--- config.mk ---
export PLATFORM = sky130hd
export DESIGN_NAME = bpsk_map_tx
export DESIGN_NICKNAME = d
export VERILOG_FILES = /design/src/rtl/bpsk_map_tx.sv
export SDC_FILE = /design/constraint.sdc
export NUM_CORES = 1
export LEC_CHECK = 0
export ABC_AREA = 1
export BUFFER_PORTS_ARGS = -buffer_cell sky130_fd_sc_hd__buf_2
export CORE_MARGIN = 4
export CORE_UTILIZATION = 56
export CTS_CLUSTER_DIAMETER = 80
export DETAILED_ROUTE_END_ITERATION = 8
export GPL_ROUTABILITY_DRIVEN = 0
export GPL_TIMING_DRIVEN = 0
export PLACE_DENSITY = 0.84
export SLEW_MARGIN = 20
export SYNTH_ARGS = -nofsm -noshare
export SYNTH_HDL_FRONTEND = slang
export SYNTH_SLANG_ARGS = --single-unit
--- constraint.sdc ---
create_clock -name CLK -period 3.3 [get_ports CLK]
set_clock_uncertainty 0.05 [all_clocks]
set_input_delay 0.495 -clock CLK [delete_from_list [all_inputs] [get_ports CLK]]
set_output_delay 0.495 -clock CLK [all_outputs]
set_load 0.01 [all_outputs]
--- src/rtl/bpsk_map_tx.sv ---
// BPSK transmit mapper: accepts bytes over valid/ready and emits them LSB-first,
// one +/-AMP I sample per clock, each symbol held for SPS cycles. Q is always zero.
module bpsk_map_tx #(
  parameter logic signed [10:0] AMP = 11'sd511,
  parameter int unsigned        SPS = 4
) (
  input  logic               CLK,
  input  logic               RST,
  input  logic               valid_i,
  input  logic [7:0]         data_i,
  output logic               ready_o,
  output logic               valid_o,
  output logic signed [10:0] ar,
  output logic signed [10:0] ai,
  output logic               busy
);

  localparam logic StIdle = 1'b0;
  localparam logic StSend = 1'b1;

  localparam logic [7:0]         SampLast = 8'(SPS - 1);
  localparam logic signed [10:0] AmpNeg   = -AMP;

  logic               state_q, state_d;
  logic [7:0]         shreg_q, shreg_d;
  logic [2:0]         bit_idx_q, bit_idx_d;
  logic [7:0]         samp_cnt_q, samp_cnt_d;
  logic signed [10:0] ar_q, ar_d;
  logic               valid_q, valid_d;

  logic       last_samp;
  logic       accept;
  logic [2:0] bit_nxt;

  assign last_samp = (samp_cnt_q == SampLast);
  assign bit_nxt   = bit_idx_q + 3'd1;

  // Ready on the final sample of a byte lets the next byte follow with no gap.
  assign ready_o = (state_q == StIdle) || ((bit_idx_q == 3'd7) && last_samp);
  assign accept  = valid_i && ready_o;

  always_comb begin
    state_d    = state_q;
    shreg_d    = shreg_q;
    bit_idx_d  = bit_idx_q;
    samp_cnt_d = samp_cnt_q;
    ar_d       = ar_q;
    valid_d    = valid_q;

    if (accept) begin
      state_d    = StSend;
      shreg_d    = data_i;
      bit_idx_d  = 3'd0;
      samp_cnt_d = 8'd0;
      ar_d       = data_i[0] ? AMP : AmpNeg;
      valid_d    = 1'b1;
    end else if (state_q == StSend) begin
      if (!last_samp) begin
        samp_cnt_d = samp_cnt_q + 8'd1;
      end else if (bit_idx_q != 3'd7) begin
        samp_cnt_d = 8'd0;
        bit_idx_d  = bit_nxt;
        ar_d       = shreg_q[bit_nxt] ? AMP : AmpNeg;
      end else begin
        state_d    = StIdle;
        samp_cnt_d = 8'd0;
        bit_idx_d  = 3'd0;
        ar_d       = '0;
        valid_d    = 1'b0;
      end
    end
  end

  always_ff @(posedge CLK or negedge RST) begin
    if (!RST) begin
      state_q    <= StIdle;
      shreg_q    <= '0;
      bit_idx_q  <= '0;
      samp_cnt_q <= '0;
      ar_q       <= '0;
      valid_q    <= 1'b0;
    end else begin
      state_q    <= state_d;
      shreg_q    <= shreg_d;
      bit_idx_q  <= bit_idx_d;
      samp_cnt_q <= samp_cnt_d;
      ar_q       <= ar_d;
      valid_q    <= valid_d;
    end
  end

  assign valid_o = valid_q;
  assign busy    = valid_q;
  assign ar      = ar_q;
  assign ai      = '0;

endmodule

Word level (Yosys, flattened, before mapping). Cells that the tools add are included.

Add/subtract/negate cells: 2. Order comparisons: 1. Eq/ne operators: 4. Multiplexer cells: 23. Bitwise logic cells: 1. Reduce and logical (&&, ||, !) cells: 7.

Operator list (number): 11-bit two-way mux (6); 8-bit two-way mux (3); 3-bit two-way mux (4); 1-bit two-way mux (9); 8-bit by 1-bit adder with 8-bit output, second input constant (1); 8-bit by 2-bit == test with 1-bit output, second input constant (1); 3-bit by 4-bit < comparator with 1-bit output, second input constant (1); 2-bit nonzero test (2); 3-bit by 1-bit adder with 3-bit output, second input constant (1); 1-bit binary-select mux with 3-bit select (1); 3-bit == test, second input constant (1); 3-bit != test, second input constant (1); 3-bit AND reduction (1); 1-bit logical AND (2); 2-bit != test, second input constant (1); 2-bit AND reduction (1); 1-bit logical OR (1); 1-bit NOT (1).

Register bits after elaboration: 32. Logic and storage cells: 44.

Depth between registers and ports, before layout.
Depth in word-level cells: 8. Gate-level depth with buffers: 10.

Least setup slack after synthesis. OpenSTA, ideal clock, no wires.

Path type: register to output. Start point: reg bit_idx_q[0]. End point: out ready_o. Arrival: 1008 ps. Data required time: 2755 ps. Path slack: 1747 ps. Stages on the path, launching flop included: 5. Path buffers: 0. Path through: dfrtp_1 -> ha_1 -> ha_1 -> nand3_2 -> nand2_2.

Word-level cells in the longest chain between the ends: 3.

Ends and longest elaborated chain: start, declared (line 26) `logic [2:0] bit_idx_q, bit_idx_d;`; start signal, assigned (line 85) `bit_idx_q <= bit_idx_d;`; 3-bit == test (line 39) `assign ready_o = (state_q == StIdle) || ((bit_idx_q == 3'd7) && last_samp);`; 1-bit logical AND (line 39); 1-bit logical OR (line 39); end, declared (line 11) `output logic ready_o,`.

Every way passes these cells.

Worst setup path after layout. Same ends and word-level chain as after synthesis.

==> metrics.md <==
| Metric | Value |
|---|---|
| Top Ports | `36` |
| Critical Path AT | `1.63 ns` |
| Total CTS buffers | `3` |
| Synthesized cell area | `1450 um2` |
| Pint | `608 uW` |
| WS Path Type | `flop to primary output` |
| Final Setup Violations | `0` |
| Setup TNS | `0 ns` |
| Final WS setup | `1.13 ns` |
| Critical path cell sequence | `ha_1 > ha_1 > nand3_2 > nand2_2 > buf_2` |
| Worst hold path class | `primary input to async pin` |
| Max Fclk | `461 MHz` |
| Nets | `229` |
| Headroom to the max-slew limit | `64.1%` |
| Post-synth EDFFs | `0` |
| Site Rows | `18` |
| Die footprint | `3460 um2` |
| Clock Pin Slew Worst Setup and Hold Paths | `0.13 ns` |
| Worst Max-Slew Pin Slew | `0.539 ns` |
| Pleak | `0.000964 uW` |
| Switching Share | `37.4%` |
| Combinational cell fraction of total power | `40.9%` |
| Post-DRT Antenna Nets | `0` |
| Fin crit share | `65.8%` |
| Asr flop ratio synth | `100%` |
| Post-CTS Hold Buffers | `0` |
| Status | `complete, no violations` |
| Unrepaired setup endpoints after global routing | `false` |
| Flop pwr share | `42.7%` |
| Most common cell on crit path | `ha_1` |
| DR pass1 iterations | `4` |
| Clk sinks | `24` |
| # resized after CTS | `0` |
| Final WL | `2650 um` |
| Detail Placement HPWL | `2070 um` |
| Net switching power | `364 uW` |
| Crit path required time | `2.75 ns` |
| Area grow syn2layout | `16.0%` |
| Critical Path Start Type | `flop` |
| DR vias | `1139` |
| Root buf cell | `clkbuf_4` |
| Global Route Usage Sum | `18.0%` |
| P per Cell Area | `579 nW/um2` |
| 1st-iter DRT viols | `21` |
| Cell area after layout | `1680 um2` |
| Port buffer count | `24` |
| Synth Register Bits | `24` |
| Initial Utilization | `58.4%` |
| Pre-CTS setup slack | `1.51 ns` |
| R2r setup slk | `1.61 ns` |
| Slew Limit Fails | `0` |
| Setup Buffers After CTS | `0` |
| Clock tree buffer depth | `2` |
| VDD IR-drop max | `0.000412 V` |
| Htree depth | `1` |
| Initial antenna violation count | `0` |
| Worst path slowest cell | `dfrtp_1` |
| Fillers | `215` |
| Final Non-Filler Cells | `244` |
| Fin crit period | `2.17 ns` |
| DR vias/cell | `4.67` |
| Post-synth top flop | `dfrtp_1` |
| First-pass GRT wire length | `4700 um` |
| Die X | `58.8 um` |
| DRC Markers | `0` |
| Largest net degree at the start of global routing | `25` |
| Number of max-cap violations | `0` |
| WL/cell | `10.9 um` |
| Vias in the first global route | `1103` |
| Crit. End Element | `primary output` |
| Grt ovf | `0` |
| Worst-skew pair later-pin latency | `0.33 ns` |
| Reg2reg path depth | `8` |
| Die height | `58.8 um` |
| Clock share of power | `16.5%` |
| Endpoints failing hold | `0` |
| CP max stage delay | `0.49 ns` |
| Placed Cells incl. Taps | `240` |
| R2r startpoint | `bit_idx_q[0]` |
| Critical-path maximum fanout | `7` |
| Seq/Total Area, Yosys | `41.5%` |
| Ant diodes | `0` |
| Crit Reg-Reg Endpoint | `shreg_q[6]` |
| DP Area | `1640 um2` |
| Avg Inst Size Synth | `8.23 um2` |
| CTS tree | `built` |
| Layout cell share with drive strength beyond 1 | `37.9%` |
| CORE AREA | `2480 um2` |
| Synth cell types | `26` |
| Mapped Cells | `176` |
| Yosys warns | `0` |
## layer usage
layer / wire length [um] / share of wire, % / track usage [%]
met1: 1120 / 42 / 21.3
met2: 1380 / 52 / 32.5
met3: 106 / 4.0 / 1.97
met4: 50 / 1.9 / 7.77
met5: 0 / 0 / 0
## synthesized netlist by cell type (2+ instances only)
master | count | area share (%)
buf_6 | 2 | 1.6
a21oi_1 | 6 | 2.1
nor3b_2 | 2 | 1.7
nand3_1 | 6 | 2.1
nor3_1 | 3 | 1.0
dfrtp_1 | 24 | 41
nor2_4 | 2 | 1.6
buf_4 | 20 | 10
nand2_1 | 41 | 11
nand2_2 | 3 | 1.3
nor2_2 | 6 | 2.6
a21oi_2 | 7 | 4.2
nand3_2 | 3 | 2.1
ha_1 | 3 | 2.6
inv_2 | 6 | 1.6
inv_1 | 17 | 4.4
nor2_1 | 16 | 4.1
## kinds of logic after synthesis
kind of cell / after synthesis / synth area share (%)
other: 1 / 0.259
AOI/OAI and AO/OA: 16 / 7.61
adders and majority gates: 3 / 2.59
xor gates and xnor gates: 1 / 0.605
and+or+nand+nor: 86 / 29.6
DFF: 24 / 41.5
buffers and inverters: 45 / 17.9
## area by class of cell
class	instances	area [um2]	share of cell area (%)
Tap cell	30	37.5	2.24
Inverter	23	86.3	5.14
Sequential cell	24	601	35.8
Timing Repair Buffer	24	120	7.15
Multi-Input combinational cell	117	626	37.3
Buffer	22	173	10.3
Clock buffer	4	36.3	2.16
## flip-flops by register name, indices dropped and copies added (netlist names)
signal,flops
busy,1
ar,3
bit_idx_q,3
shreg_q,8
state_q,1
samp_cnt_q,8
## per-stage QoR
stage	power [uW]	hold WS (ns)	util [%]
2_1_floorplan	705	0.149	-
3_3_place_gp	803	0.413	66.3
3_5_place_dp	822	0.418	66.3
4_1_cts	981	0.0907	67.8
5_1_grt	1060	0.0966	67.8
6_report	972	0.0738	67.8
## power groups by stage
stage,registers [uW],clock network [uW],logic (uW)
after CTS,415,163,402
after global placement,417,0,386
after detailed placement,421,0,402
after global routing,425,175,455
final,415,160,397
after floorplan,412,0,293
## how the worst max path moves through the flow
| stage | from | endpoint | slack (ns) |
|---|---|---|---|
| 2_1_floorplan | bit_idx_q[0] | ready_o | 1.75 |
| 3_3_place_gp | bit_idx_q[0] | ready_o | 1.50 |
| 3_5_place_dp | bit_idx_q[0] | ready_o | 1.51 |
| 4_1_cts | bit_idx_q[0] | ready_o | 1.13 |
| 5_1_grt | bit_idx_q[0] | ready_o | 1.04 |
| 6_report | bit_idx_q[0] | ready_o | 1.13 |
## placed cells by master (no fill, tap or decap), types with 2 or more instances in the layout
cell type	n
inv_1	17
a21oi_1	6
nor2_4	2
nand2_1	41
nand3_1	6
buf_6	2
a21oi_2	7
buf_2	24
dfrtp_1	24
nor3_1	3
nand2_2	3
inv_2	6
conb_1	11
clkbuf_4	3
buf_4	20
ha_1	3
nor2_2	6
nor2_1	16
nand3_2	3
nor3b_2	2
## worst max-delay path, delay by kind of cell, from the launching register on
family / cells / cell delay (ns)
flip-flops: 1 / 0.49
adder cells (fa/ha/maj): 2 / 0.47
AND/OR/NAND/NOR: 2 / 0.18
buffers and inverters: 1 / 0.16
No activity file was read; power rests on OpenSTA's default activity.
